===== config.mk =====
export PLATFORM = sky130hd
export DESIGN_NAME = beta_backward_unit
export DESIGN_NICKNAME = d
export VERILOG_FILES = /design/src/rtl/fptd_pkg.sv /design/src/rtl/beta_acs_step.sv /design/src/rtl/beta_backward_unit.sv
export SDC_FILE = /design/constraint.sdc
export NUM_CORES = 1
export LEC_CHECK = 0
export ABC_CLOCK_PERIOD_IN_PS = 17270
export CORE_MARGIN = 3
export CORE_UTILIZATION = 30
export CTS_CLUSTER_DIAMETER = 50
export CTS_CLUSTER_SIZE = 16
export DETAILED_ROUTE_END_ITERATION = 10
export PLACE_DENSITY = 0.53
export SETUP_SLACK_MARGIN = 0.4
export SKIP_LAST_GASP = 1
export SYNTH_ARGS = -nofsm -noshare
export SYNTH_HDL_FRONTEND = slang
export SYNTH_SLANG_ARGS = --single-unit

===== constraint.sdc =====
create_clock -name Clock -period 17.27 [get_ports Clock]
set_input_delay 3.454 -clock Clock [delete_from_list [all_inputs] [get_ports Clock]]
set_output_delay 3.454 -clock Clock [all_outputs]
set_load 0.05 [all_outputs]

===== src/rtl/fptd_pkg.sv =====
// Shared definitions for the fptd max-log-MAP decoder: trellis shape, metric
// classes and the successor table used by both the alpha and beta recursions.
package fptd_pkg;

  localparam int NUM_STATES = 8;
  localparam int BM_W       = 5;
  localparam int METRIC_W   = 6;
  localparam int LIFO_DEPTH = 32;

  typedef enum logic [1:0] {G0, G2, G13, G3} metric_class_e;

  typedef enum logic [1:0] {S_IDLE, S_RUN, S_DONE} bbu_state_e;

  // States 1..7 only; state 0 is the normalization reference and always 0.
  typedef logic [NUM_STATES-1:1][METRIC_W-1:0] beta_vec_t;

  typedef struct packed {
    logic [2:0]    to_state;
    metric_class_e cls;
  } succ_t;

  localparam succ_t SUCC [NUM_STATES][2] = '{
    '{'{3'd0, G0 }, '{3'd4, G3 }},
    '{'{3'd0, G3 }, '{3'd4, G0 }},
    '{'{3'd1, G13}, '{3'd5, G2 }},
    '{'{3'd1, G2 }, '{3'd5, G13}},
    '{'{3'd2, G2 }, '{3'd6, G13}},
    '{'{3'd2, G13}, '{3'd6, G2 }},
    '{'{3'd3, G3 }, '{3'd7, G0 }},
    '{'{3'd3, G0 }, '{3'd7, G3 }}
  };

endpackage


===== src/rtl/beta_acs_step.sv =====
// One backward add-compare-select step: successor sums, max, normalization
// against state 0 and saturation back to the state-metric width.
module beta_acs_step
  import fptd_pkg::*;
#(
  parameter int N = BM_W,
  parameter int M = METRIC_W
) (
  input  logic [NUM_STATES-1:1][M-1:0] i_beta,
  input  logic [N-1:0]                 i_g2,
  input  logic [M:0]                   i_g13,
  input  logic [M:0]                   i_g3,
  output logic [NUM_STATES-1:1][M-1:0] o_beta
);

  localparam int SAT_MAX = 2**(M-1) - 1;
  localparam int SAT_MIN = -(2**(M-1));

  function automatic logic [M-1:0] bit_clip(input logic signed [M+2:0] v);
    if (int'(v) > SAT_MAX) return M'(SAT_MAX);
    if (int'(v) < SAT_MIN) return M'(SAT_MIN);
    return v[M-1:0];
  endfunction

  logic signed [M+1:0] w_b    [NUM_STATES];
  logic signed [M+1:0] w_g    [4];
  logic signed [M+1:0] w_c0   [NUM_STATES];
  logic signed [M+1:0] w_c1   [NUM_STATES];
  logic signed [M+1:0] w_bp   [NUM_STATES];
  logic signed [M+2:0] w_norm [1:NUM_STATES-1];

  always_comb begin
    w_g[G0]  = '0;
    w_g[G2]  = (M+2)'(signed'(i_g2));
    w_g[G13] = (M+2)'(signed'(i_g13));
    w_g[G3]  = (M+2)'(signed'(i_g3));
    w_b[0]   = '0;
    for (int s = 1; s < NUM_STATES; s++) w_b[s] = (M+2)'(signed'(i_beta[s]));
    for (int s = 0; s < NUM_STATES; s++) begin
      w_c0[s] = w_b[SUCC[s][0].to_state] + w_g[SUCC[s][0].cls];
      w_c1[s] = w_b[SUCC[s][1].to_state] + w_g[SUCC[s][1].cls];
      w_bp[s] = (w_c0[s] > w_c1[s]) ? w_c0[s] : w_c1[s];
    end
    // One extra bit so the difference of two extremes cannot wrap.
    o_beta = '0;
    for (int s = 1; s < NUM_STATES; s++) begin
      w_norm[s] = (M+3)'(w_bp[s]) - (M+3)'(w_bp[0]);
      o_beta[s] = bit_clip(w_norm[s]);
    end
  end

endmodule


===== src/rtl/beta_backward_unit.sv =====
// Beta recursion engine: collects branch metrics into a LIFO during the
// forward pass, then replays them newest-first producing one beta vector/cycle.
module beta_backward_unit
  import fptd_pkg::*;
#(
  parameter int N  = BM_W,
  parameter int M  = METRIC_W,
  parameter int W  = LIFO_DEPTH,
  parameter int AW = $clog2(W + 1)
) (
  input  logic                         Clock,
  input  logic                         nReset,
  input  logic                         nClear,
  input  logic                         Push,
  input  logic signed [N-1:0]          ba2,
  input  logic signed [M:0]            ba1ba3,
  input  logic signed [M:0]            ba1ba2ba3,
  input  logic                         Terminated,
  input  logic                         Start,
  output logic [NUM_STATES-1:1][M-1:0] beta_out,
  output logic                         Valid,
  output logic [AW-1:0]                Step,
  output logic                         Busy,
  output logic                         Done,
  output logic                         Overflow
);

  localparam int IW = $clog2(W);
  localparam logic [M-1:0] BETA_FLOOR = {1'b1, {(M-1){1'b0}}};

  typedef struct packed {
    logic [N-1:0] g2;
    logic [M:0]   g13;
    logic [M:0]   g3;
  } triple_t;

  bbu_state_e                   r_state, w_next_state;
  triple_t                      r_stack [W];
  logic [AW-1:0]                r_count, r_pend_step;
  logic [NUM_STATES-1:1][M-1:0] r_beta, w_beta_next;
  logic                         r_pend_v, r_done_d;
  logic [IW-1:0]                w_wr_idx, w_rd_idx;
  triple_t                      w_rd;
  logic                         w_push_ok, w_push_drop, w_start_ok, w_run, w_last;

  always_ff @(posedge Clock or negedge nReset) begin
    if (!nReset)      r_state <= S_IDLE;
    else if (!nClear) r_state <= S_IDLE;
    else              r_state <= w_next_state;
  end

  always_comb begin
    // NOTE: assigning a default first keeps every path driven, so no latch is inferred.
    w_next_state = r_state;
    case (r_state)
      S_IDLE:  if (w_start_ok) w_next_state = S_RUN;
      S_RUN:   if (w_last)     w_next_state = S_DONE;
      S_DONE:  w_next_state = S_IDLE;
      default: w_next_state = S_IDLE;
    endcase
  end

  // A push in the same cycle as Start is counted before the pass begins.
  always_comb begin
    w_run       = (r_state == S_RUN);
    w_push_ok   = (r_state == S_IDLE) && Push && (r_count != AW'(W));
    w_push_drop = Push && !w_push_ok;
    w_start_ok  = (r_state == S_IDLE) && Start && ((r_count != '0) || w_push_ok);
    w_last      = w_run && (r_count == AW'(1));
  end

  assign Busy     = (r_state != S_IDLE);
  assign w_wr_idx = IW'(r_count);
  assign w_rd_idx = IW'(r_count - AW'(1));
  assign w_rd     = r_stack[w_rd_idx];

  // NOTE: the LIFO storage has no reset; only entries below the live count are ever read.
  always_ff @(posedge Clock) begin
    if (w_push_ok) r_stack[w_wr_idx] <= '{g2: ba2, g13: ba1ba3, g3: ba1ba2ba3};
  end

  beta_acs_step #(.N(N), .M(M)) u_acs (
    .i_beta (r_beta),
    .i_g2   (w_rd.g2),
    .i_g13  (w_rd.g13),
    .i_g3   (w_rd.g3),
    .o_beta (w_beta_next)
  );

  // NOTE: non-blocking assignments make every register here sample pre-edge values.
  always_ff @(posedge Clock or negedge nReset) begin
    if (!nReset) begin
      r_count     <= '0;
      r_beta      <= '0;
      r_pend_v    <= 1'b0;
      r_pend_step <= '0;
      r_done_d    <= 1'b0;
      beta_out    <= '0;
      Valid       <= 1'b0;
      Step        <= '0;
      Done        <= 1'b0;
      Overflow    <= 1'b0;
    end else if (!nClear) begin
      r_count     <= '0;
      r_beta      <= '0;
      r_pend_v    <= 1'b0;
      r_pend_step <= '0;
      r_done_d    <= 1'b0;
      beta_out    <= '0;
      Valid       <= 1'b0;
      Step        <= '0;
      Done        <= 1'b0;
      Overflow    <= 1'b0;
    end else begin
      if (w_push_ok)  r_count <= r_count + AW'(1);
      else if (w_run) r_count <= r_count - AW'(1);
      if (w_start_ok) r_beta <= Terminated ? {(NUM_STATES-1){BETA_FLOOR}} : '0;
      else if (w_run) r_beta <= w_beta_next;
      // Output stage trails the recursion register by one cycle.
      r_pend_v    <= w_run;
      r_pend_step <= r_count - AW'(1);
      Valid       <= r_pend_v;
      if (r_pend_v) begin
        beta_out <= r_beta;
        Step     <= r_pend_step;
      end
      r_done_d <= (r_state == S_DONE);
      Done     <= r_done_d;
      Overflow <= Overflow | w_push_drop;
    end
  end

endmodule


==> results.txt, run 1 <==
The number of clock buffers added by TritonCTS is 73. The number of warnings issued by yosys is 0. The clock passes through at most 3 buffers. The clock transition at the register clock pins on the worst setup and hold paths after CTS is 0.06 ns. The share of synthesized cell area in and, or, nand and nor gates came out at between 5 and 6%.

The core outline area came out at 0.115 mm^2. The maximum level of the CTS H-tree came out at 3. The TritonCTS clock tree is built.

The worst setup path is captured at a flop. The chip width came out at ~350 um. The peak clock frequency supported by timing is 99.2 MHz. Dividing the final minimum period by the clock period gives 58.4%. The initialized floorplan defines roughly 120 standard-cell rows. The starting density of the core came out at between 30% and 40%. The total count of max-transition violations in the final report came to 0.

The average footprint of a synthesized cell came out at 15.6 um^2. Clock skew on the completed layout was measured at 0.0320 ns. The count of state elements after synthesis came out at 717. The share of the Yosys chip area taken by registers is 59.7%.

The tightest min-delay check is of the flop to flop type. The largest net degree at the start of global routing came out at 76. The area share of the leading cell type in the synthesized netlist is 51.9%. The netlist area before placement is roughly 0.035 mm^2. Setup slack on the worst reg-to-reg path comes out at 7.18 ns. Yosys attributes the largest share of cell area to edfxtp_1 (52%), mux4_2 (12%), dfrtp_1 (7.8%). In the final routed layout, each cell accounts on average for approximately 24 um.

The count of max-cap constraint violations came out at 0. The number of antenna violations at the first check in global routing is 5. The pre-antenna-repair detailed-routing pass consisted of 5 iterations. Pin placement for this block handled 77 I/O pins.

The number of failing hold endpoints at the final stage is 0. The count of different cell masters after synthesis is between 70 and 80. The setup path with the least slack is of type flop to flop.

By area, the combinational part of the netlist is dominated by multiplexers. The flow ran to the end, and the final reports show no timing, DRC or antenna violations. The adder-cell share of the synthesized area came out at 8.21%. The worst hold path begins at r_done_d. The number of global-route vias before repair is roughly 21,000. The worst register-to-register path begins at r_count[0]. Yosys mapped a number of flops with a built-in enable equal to 608. Post-CTS repair changed the size of 0 cells. In this run the worst path has a maximum fanout of 57. The share of post-route cells with drive strength above 1 is 18.2%. The vertical die dimension came out at 348 um. The wire length after detailed routing came out at 94,900 um. In this run the worst setup path begins at r_count[0]. The gate count of the mapped netlist is 2,249. The global-route wire length before repair came out at 141,000 um. The TritonCTS sink count is about 720.

The kind of start point of the critical path is a flop. The area added between synthesis and finish is 15.1%. The worst-skew pair later-pin latency came out at 0.64 ns. The measured slew at the worst slew-check pin came out at 1.19 ns. In this run the tool buffered the top-level ports with 76 buffer cells. The detail-routed via count per cell is 5.23.

The floorplan step defined a die boundary enclosing roughly 0.12 mm^2. The DRC marker count from the first detailed-route iteration is 1,796. Setup repair after global routing left no endpoint under its margin. The proportion of synthesized area in mux cells is 15.4%. The DRC violations left is 0.

At the worst endpoint, the arrival time is approximately 11 ns. The sum of negative setup slack is 0 ns. The global routing usage summed across all routing layers is 15.6%.

The buffer type at the clock tree root is clkbuf_16. The worst slew slack as a fraction of its limit is 19.8%. The remaining global-route overflow came out at 0. The synthesized design spends more area on one cell type than any other, namely edfxtp_1. The hold buffer count at CTS came out at 0. The routed layout has a little over 20,000 vias. The required time at the worst-slack endpoint came out at roughly 18 ns. The synthesized-area fraction occupied by ao, oa, aoi and oai cells came out at under 10%. The filler cell count in the final layout came out at between 10,000 and 15,000. The post-layout net count is 2,624. The number of nets with antenna violations after detailed routing is 0.

Once detailed placement completed, the half-perimeter wirelength came to 62,000 um. Summing the areas of all xor and xnor instances in the mapped netlist gives 1.77% of the synthesized area. The main flop type after synthesis is edfxtp_1. At the end of routability-driven placement, the weighted congestion stood at 0.859. Setup violations remaining at the end of the flow were counted as 0. The number of buffers inserted by post-CTS setup repair came out at 0. The routed design could run at a clock period as short as 10.09 ns. The async set or reset register ratio after synthesis came out at 15.2%.
## final timing paths
kind | to | cells past startpoint
worst min-delay path | Done | 1
worst max-delay path | r_beta[26] | 27
max in group asynchronous | beta_out[37] | 3
worst max register to register | r_beta[26] | 27
worst min register to register | Done | 1
min in group asynchronous | beta_out[28] | 1
## cell families after synthesis
group                      after synthesis
AOI/OAI and AO/OA                      386
xor gates and xnor gates                71
adders and majority gates              220
buffers and inverters                  171
DFF                                    717
muxes                                  299
other                                    1
and+or+nand+nor                        384
## worst max-delay path, cell delays in order, from the launching register on
cell and delay, ns:
dfrtp_4 0.39, buf_4 0.66, inv_1 0.31, ha_4 0.95, buf_4 0.72, mux4_2 0.43, mux4_2 0.53, mux2_2 0.41
ha_1 0.33, nor2b_1 0.13, o21ai_0 0.15, nand2b_1 0.11, a2111oi_0 0.54, a21oi_1 0.17, ha_1 0.34, o21ai_0 0.94
nor2_1 0.27, mux2i_1 0.24, ha_1 0.19, inv_1 0.06, fa_1 0.44, a211oi_1 0.25, nor2_1 0.10, o31ai_1 0.27
a21oi_1 0.17, and2_1 0.20, a41oi_1 0.39, o211ai_1 0.17
## cell usage after synthesis, types with 8 or more instances
library cell,number
mux4_2,190
nor3_1,11
a31oi_1,17
mux2_2,32
nand2b_1,22
edfxtp_1,608
clkbuf_1,40
a211oi_1,15
and2_1,14
o211ai_1,19
xnor2_1,40
nand2_1,83
buf_1,10
ha_1,201
xor2_1,31
inv_1,88
mux2i_1,74
a21boi_0,8
o21bai_1,10
nor2b_1,91
a221o_1,15
o31ai_1,26
dfrtp_1,109
nor2_1,93
o21a_1,27
o21ai_0,77
nand3_1,26
buf_2,22
nand4_1,8
fa_1,18
a21oi_1,81
a21o_1,21
## cells in the final DEF, fill, tap and decap left out, drive strengths merged, types with 21 or more instances in the layout
cell type	n
edfxtp	608
ha	201
mux4	190
dfrtp	109
inv	102
nor2	93
nor2b	91
nand2	84
clkbuf	82
a21oi	81
o21ai	78
mux2i	74
clkdlybuf4s50	74
buf	56
xnor2	40
mux2	35
xor2	31
o21a	27
nand3	26
o31ai	26
clkinv	23
nand2b	22
a21o	21
## routing by layer
layer	track usage (%)	vias up	wire length [um]
li1	-	9152	-
met1	21.5	10800	42700
met2	25.6	563	45400
met3	2.41	142	4470
met4	4.07	6	2200
met5	0	-	34
## state kept, by name (all words and copies together) (netlist names)
signal       count
beta_out        42
r_beta          42
r_state          2
Overflow         1
Valid            1
r_stack        608
r_pend_v         1
Step             6
r_pend_step      6
r_count          6
r_done_d         1
Done             1
## area by class of cell
type	count	area, um^2	area share (%)
flip-flops and latches	717	21000	51.8
well taps	1512	1890	4.67
multi-input cells	1367	13600	33.6
diodes	1	2.50	0.00618
clock buffers	82	1880	4.65
repair buffers	130	1160	2.86
inverters	91	342	0.844
clock inverters	48	609	1.50
## metrics by stage
stage	worst slack, ns	util (%)	instance area [um^2]	hold WS [ns]	std cells
finish	7.18	35.1	40500	0.461	3948
global placement	7.43	33.0	38000	0.450	3817
global route	6.51	35.1	40500	0.476	3947
CTS	7.17	35.1	40500	0.465	3947
floorplan	8.74	-	35200	0.434	2255
detailed placement	7.22	33.0	38000	0.452	3817
Power of run 1 is not shown: default switching activity piles up to over one toggle a cycle in this logic, so the estimate is an artifact.
==> inputs of run 2 (changes only) <==
--- a/config.mk
+++ b/config.mk
@@ -5,7 +5,7 @@
 export SDC_FILE = /design/constraint.sdc
 export NUM_CORES = 1
 export LEC_CHECK = 0
-export ABC_CLOCK_PERIOD_IN_PS = 17270
+export ABC_CLOCK_PERIOD_IN_PS = 9700
 export CORE_MARGIN = 3
 export CORE_UTILIZATION = 30
 export CTS_CLUSTER_DIAMETER = 50
==> constraint.sdc (replaced) <==
create_clock -name Clock -period 9.7 [get_ports Clock]
set_input_delay 1.94 -clock Clock [delete_from_list [all_inputs] [get_ports Clock]]
set_output_delay 1.94 -clock Clock [all_outputs]
set_load 0.05 [all_outputs]
==> results.txt, run 2 (synthesis results as in run 1) <==
Counting the fill cells in the layout gives around 11,000. In the final layout, the registers with the most flip-flops are r_stack (608), beta_out (42), r_beta (42). The maximum fanout along the worst path is 20. The die area is between 0.1 and 0.15 mm^2.

The global placement routability congestion came out at 0.871. The worst-skew pair later-pin latency came out at 0.66 ns. The DRC marker count from the first detailed-route iteration came out at 1,664. The global-route wire length before repair is 145,000 um. The area used by sequential logic in the layout came out at 0.0210 mm^2. In the layout the commonest cells are edfxtp_1 (608), ha_1 (200), mux4_2 (190). After detailed placement, the total cell area comes to roughly 0.038 mm^2. The count of port buffers added during placement came out at 76. Setup repair after global routing left no endpoint under its margin. The clock transition at the register clock pins on the worst setup and hold paths after CTS is 0.07 ns. The worst setup path is launched from a flop. The top layer reached by signal wires is met5.

The final cell utilization of the core came out at 35.4%. The maximum level of the CTS H-tree is 3. STA puts the critical path data required time at 10.14 ns. The sum of negative setup slack is 0 ns. The worst hold path belongs to the class flop to flop. The remaining global-route overflow came out at 0.

The area growth from synthesis to layout is 16.1%. For the worst setup path, the data arrival time is ~9.0 ns. Measured along the x axis, the die boundary spans 348 um.

The total count of max-transition violations in the final report is 0. The library cell used most frequently in the layout, excluding fill and tap cells, is edfxtp_1. The via count came out at 20,900. The count of pins on the block boundary came out at a little under 80. Global routing used between 10% and 20% of the available tracks. TritonCTS built the clock tree. The post-layout instance area is 0.0408 mm^2. The net count of the finished layout is 2,633. The TritonCTS sink count came out at a little over 700.

r_stack holds more flip-flops than any other register. The peak clock frequency supported by timing came out at around 120 MHz. The placed cell count came out at between 3,000 and 4,000.

The half-perimeter wire length after placement came out at 64,300 um. The number of global-route vias before repair is 21,400. The measured slew at the worst slew-check pin came out at 1.26 ns. Dividing the detail-routed via count by the number of cells gives 5.28. The wire length on met1 came out at roughly 43,000 um.

The shortest period the worst path allows came out at about 8.5 ns. The number of nets with antenna violations after detailed routing is 0. The final clock period utilization by the worst path came out at 88.0%. The DRC violations left is 0. Setup violations remaining at the end of the flow were counted as 0.

The worst slew slack as a fraction of its limit is ~16%. The area taken by multi-input logic gates is 0.0136 mm^2. The core outline area is 0.115 mm^2. The met3 routed wirelength came out at ~5400 um. Entering global routing, the biggest net connects 91 pins. The detailed-routing iteration count for the pre-antenna-repair pass is 5. The largest clock skew in the final design is ~0.062 ns. The number of antenna violations at the first check in global routing is 4. STA classifies the critical path endpoint as a flop. In the final layout, the share of cells above drive strength 1 is 19.1%. The total met2 wirelength after detailed routing came out at 47,800 um. The run finished with clean final reports. For this configuration, the core starts out at a cell density of 30.5%. The count of max-cap constraint violations came out at 0. The routed length per placed instance came out at 24.9 um.

In this run the clock root is driven by a clkbuf_16. The critical path's largest stage delay is 0.59 ns. The number of buffers on the longest clock path is 3.

The worst setup path category is flop to flop. The number of flip-flops in the largest register came out at 608. The vertical die dimension came out at 348 um. The worst-path cell with the longest stage delay is ha_4. The finished layout holds approximately 4,000 standard cells, fillers aside.

The routed design has ~99,000 um of wire. The number of failing hold endpoints at the final stage came out at 0. The number of CTS-inserted buffers is just under 80.

The number of standard-cell rows in the floorplan is approximately 120.
-- run 2: per-layer routing --
| layer | up-vias | global-route usage, % |
|---|---|---|
| li1 | 9201 | - |
| met1 | 10900 | 21.7 |
| met2 | 630 | 26.9 |
| met3 | 150 | 2.80 |
| met4 | 6 | 4.29 |
| met5 | - | 0 |
-- run 2: final timing paths --
check / startpoint / end / slack, ns / cells after the start
setup / recovery: r_count[1] / r_beta[21] / 1.17 / 29
hold / removal: r_done_d / Done / 0.46 / 1
setup reg to reg: r_count[1] / r_beta[21] / 1.17 / 29
hold reg to reg: r_done_d / Done / 0.46 / 1
max in group asynchronous: nReset / r_beta[40] / 6.90 / 3
min in group asynchronous: nReset / beta_out[9] / 1.19 / 1
-- run 2: area by class of cell --
type,instances,area share [%]
diodes,2,0.0123
well taps,1512,4.63
clock inverters,57,1.69
repair buffers,133,3.13
clock buffers,84,4.91
flip-flops and latches,717,51.4
multi-input cells,1367,33.4
inverters,91,0.837
-- run 2: through the flow --
step	setup WS, ns	hold slack (ns)
2_1_floorplan	1.17	0.434
3_3_place_gp	1.12	0.450
3_5_place_dp	0.941	0.452
4_1_cts	0.856	0.468
5_1_grt	0.490	0.495
6_report	1.17	0.465
-- run 2: worst max-delay path, delay by kind of cell, from the launching register on --
kind / cells / cell delay [ns]
buffers and inverters: 4 / 0.69
adder cells (fa/ha/maj): 6 / 2.32
multiplexers: 5 / 1.80
flip-flops: 1 / 0.55
XOR/XNOR: 1 / 0.22
AND/OR/NAND/NOR: 1 / 0.15
AO/OA/AOI/OAI: 12 / 2.55
-- run 2: repair_timing --
| item | 4_1_cts | 5_1_grt |
|---|---|---|
| gates resized for setup | 0 | 3 |
| hold buffers | 0 | 0 |
| endpoints found under the setup margin | 0 | 17 |
| setup buffers | 0 | 1 |
Power of run 2 is left out for the same reason.
